$ cat config.mk
export PLATFORM = sky130hd
export DESIGN_NAME = sr_prbs_lfsr
export DESIGN_NICKNAME = d
export VERILOG_FILES = /design/src/rtl/sr_chk_pkg.sv /design/src/rtl/sr_prbs_lfsr.sv
export SDC_FILE = /design/constraint.sdc
export NUM_CORES = 1
export LEC_CHECK = 0
export CORE_AREA = 2 2 39 41
export CTS_BUF_LIST = sky130_fd_sc_hd__clkbuf_4
export DETAILED_ROUTE_END_ITERATION = 8
export DIE_AREA = 0 0 41 43
export SLEW_MARGIN = 10
export SYNTH_ARGS = -nofsm -noshare
export SYNTH_HDL_FRONTEND = slang
export SYNTH_SLANG_ARGS = --single-unit
$ cat constraint.sdc
create_clock -name clk -period 1.5 [get_ports clk]
set_input_delay 0.3 -clock clk [delete_from_list [all_inputs] [get_ports clk]]
set_output_delay 0.3 -clock clk [all_outputs]
set_load 0.05 [all_outputs]
$ cat src/rtl/sr_chk_pkg.sv
// sr_chk_pkg: shared types and constants for the PRBS-7 integrity checker.
// State encoding is visible on the checker's state port.
package sr_chk_pkg;

    typedef enum logic [1:0] {
        HUNT   = 2'd0,
        VERIFY = 2'd1,
        LOCKED = 2'd2
    } chk_state_e;

    // x^7 + x^6 + 1: expected bit = lfsr[6] ^ lfsr[5]
    localparam int TAP_HI = 6;
    localparam int TAP_LO = 5;

    localparam int PRBS_LEN_D    = 7;
    localparam int LOCK_MATCH_D  = 16;
    localparam int LOSS_ERRS_D   = 8;
    localparam int LOSS_WINDOW_D = 64;
    localparam int CNT_W_D       = 16;

endpackage

$ cat src/rtl/sr_prbs_lfsr.sv
// sr_prbs_lfsr: PRBS-7 reference register for the checker.
// Loads received bits while syncing, free-runs on its own feedback once locked.
module sr_prbs_lfsr
    import sr_chk_pkg::*;
#(
    parameter int LEN = PRBS_LEN_D
) (
    input  logic clk,
    input  logic rst,
    input  logic shift_en,
    input  logic load_sel,
    input  logic bit_in,
    output logic expected,
    output logic all_zero
);

    logic [LEN-1:0] lfsr_q;
    logic           shift_in;

    assign expected = lfsr_q[TAP_HI] ^ lfsr_q[TAP_LO];
    assign all_zero = (lfsr_q == '0);
    assign shift_in = load_sel ? bit_in : expected;

    // Shift register advances once per accepted sample
    always_ff @(posedge clk) begin
        if (rst) begin
            lfsr_q <= '0;
        end else if (shift_en) begin
            lfsr_q <= {lfsr_q[LEN-2:0], shift_in};
        end
    end

endmodule

==> impl_metrics.ini <==
[status]
status = finished with violations
violations = setup timing

[clock_network]
cts.clk_slew.worst_paths_ps = 50
ctsHoldBuffers = 0
cts_max_level = 1
numCtsBuffers = 3
cts_tree = yes
clockBufferDepth = 2
cts_root_buf = clkbuf_4
cts_setup_buffers = 0
cts_sinks = 7
clkLatencyLatePin_ps = 240

[floorplanning]
rows = 14
dieArea_mm2 = 0.00176
core_mm2 = 0.00138
fp.dieW_um = 41
die_y_um = 43
ios = 7
start_util = 0.213

[power_and_ir_drop]
clkPwrFrac = 0.433
pwr-share-comb = 0.119
ir_worst_vdd_v = 0.000598
cellPowerDensity_mw_per_mm2 = 925
intPower_uw = 337
power_frac_seq = 0.448
p_leak_nw = 0.215
p_sw_uw = 86.8
swShare = 0.205

[yosys]
synth_compound_area_frac = 0.0297
synth.most_common_cell = dfxtp_1
netlist_area_um2 = 295
synth.top_cell.area_share = 0.475
syn_avg_cell_area_um2 = 10.5
synth.area.top_cells = dfxtp_1 (47%), mux2i_1 (20%), nor2_1 (7.6%)
yosysWarnings = 0
synth.distinct_cells = 10
ys.flop_type = dfxtp_1
yosysTopAreaCell = dfxtp_1
synth_xor_area_frac = 0.0297
synth.top_cells.by_count = dfxtp_1 (7), mux2i_1 (6), nor2_1 (6)
synth.mux.area_fraction = 0.203
synthSimpleGateAreaFrac = 0.229
synth_nets = 33
synth_fa_ha_area_frac = 0
synth_edf_count = 0
synth_top_family_by_area = simple AND/OR/NAND/NOR gates
syn-instance-count = 28
synthArstFlopShare = 0
yosysSeqAreaShare = 0.475
ys_seq_elements = 7

[sta]
skew_ps = 3.57
worst_pin_slew_ps = 317
layout_setup_ws_ps = -262
period_share = 1.17
fin_crit_ps = 1760
slew-limit-headroom = 0.788
hold_viol = 0
tns_ps = -262
hold_ws_ps = 546
rsz0062_at_grt = yes
slew_violations = 0
fmax_ghz = 0.568
setup_violations = 1

[routing]
vias = 221
antenna_left = 0
dr.pass1.iters = 4
drt_wl_total_um = 515
drc_errors = 0
viasPerCell = 3.95
first_iter_violations = 5
wl_per_cell_um = 9.20

[job]
maxCapViolations = 0

[worst_setup_path]
worstPathArrival_ps = 1460
cp-start-kind = flip-flop
r2r_setup_slack_ps = 540
crit_fanout = 2
r2r-start = lfsr_q[5]
critPathCaptureType = output pin
r2r_cells = 2
critPathKind = reg2out
crit_required_ps = 1200
reg2reg_to = lfsr_q[0]

[layout]
reg_top3 = lfsr_q (7)
n_antenna_cell = 0
final_util = 0.331
area_delta_synth_final_pct = 55.1
fin_nets = 46
largest_reg_flops = 7
fin_area_um2 = 458
regMostFlops = lfsr_q
drive_gt1_frac = 0.300

[global_route]
grt_max_degree = 8
overflow = 0
grt_pass1_vias = 221
grt_first_pass_wirelength_um = 855
grtUsageTotal = 0.0726
antenna_found_initial = 0

[placement]
dp_hpwl_um = 383
gp_congestion = 0.652
dpl_cell_area_um2 = 424
port_buffers = 6

[min_path]
hold_path.class = reg2reg
hold_end = lfsr_q[1]
whs_path_depth = 2
hold_start = lfsr_q[1]
==> critical path, cell delays in order, from the launching register on <==
cell and delay [ps]:
dfxtp_1 300, or4_4 540, nor4_4 210, buf_12 180
==> worst max-delay path by stage <==
stage | slack (ps) | startpoint | endpoint | depth (start not counted)
finish | -260 | lfsr_q[2] | all_zero | 3
global route | -310 | lfsr_q[2] | all_zero | 3
CTS | -270 | lfsr_q[2] | all_zero | 3
detailed placement | -40 | lfsr_q[2] | all_zero | 3
global placement | -30 | lfsr_q[2] | all_zero | 3
floorplan | -210 | lfsr_q[2] | all_zero | 2
==> power by group through the flow <==
stage               registers, mW  clock network (mW)  logic (mW)
finish                      0.190               0.183      0.0502
detailed placement          0.193                   0      0.0490
CTS                         0.190               0.191      0.0505
global route                0.190               0.208      0.0529
floorplan                   0.193                   0      0.0258
global placement            0.194                   0      0.0488
==> per-layer routing <==
layer / routed length [um] / up-vias / track usage
met5: 0 / - / 0
met4: 0 / 0 / 0.0200
met3: 25 / 0 / 0.0471
met2: 225 / 3 / 0.0906
met1: 264 / 95 / 0.101
li1: - / 123 / -
==> area by class of cell <==
type | count | area [um2]
timing repair buffer | 10 | 110
clock buffer | 4 | 30.0
tap | 16 | 20.0
fill | 145 | 926
multi-input combinational | 19 | 158
sequential | 7 | 140
==> cell families after synthesis <==
| group | Yosys count |
|---|---|
| simple gates | 11 |
| flops | 7 |
| mux | 6 |
| buf+inv | 2 |
| compound gates | 1 |
| xor+xnor | 1 |
==> placed cells by master, fill, tap and decap left out <==
master	netlist	layout
dfxtp_1	7	7
nor3b_1	2	2
and4b_1	1	1
mux2i_1	6	6
clkdlybuf4s50_1	0	4
a211o_1	1	1
clkbuf_4	0	4
buf_4	0	4
xor2_1	1	1
nor2_1	6	6
nor4_4	0	1
buf_12	0	2
or4_4	0	1
==> metrics by stage <==
step                worst slack [ps]  power (mW)  instances
floorplan                       -206       0.219         28
global placement               -26.4       0.242         52
detailed placement             -38.9       0.242         52
CTS                             -275       0.431         56
global route                    -313       0.451         56
finish                          -262       0.423         56
==> timing repair <==
action | CTS | global route
endpoints found under the hold margin | 0 | 0
resized for setup | 1 | 0
setup endpoints to repair | 1 | 2
cloned | 0 | 0
(Power assumes the default switching activity.)
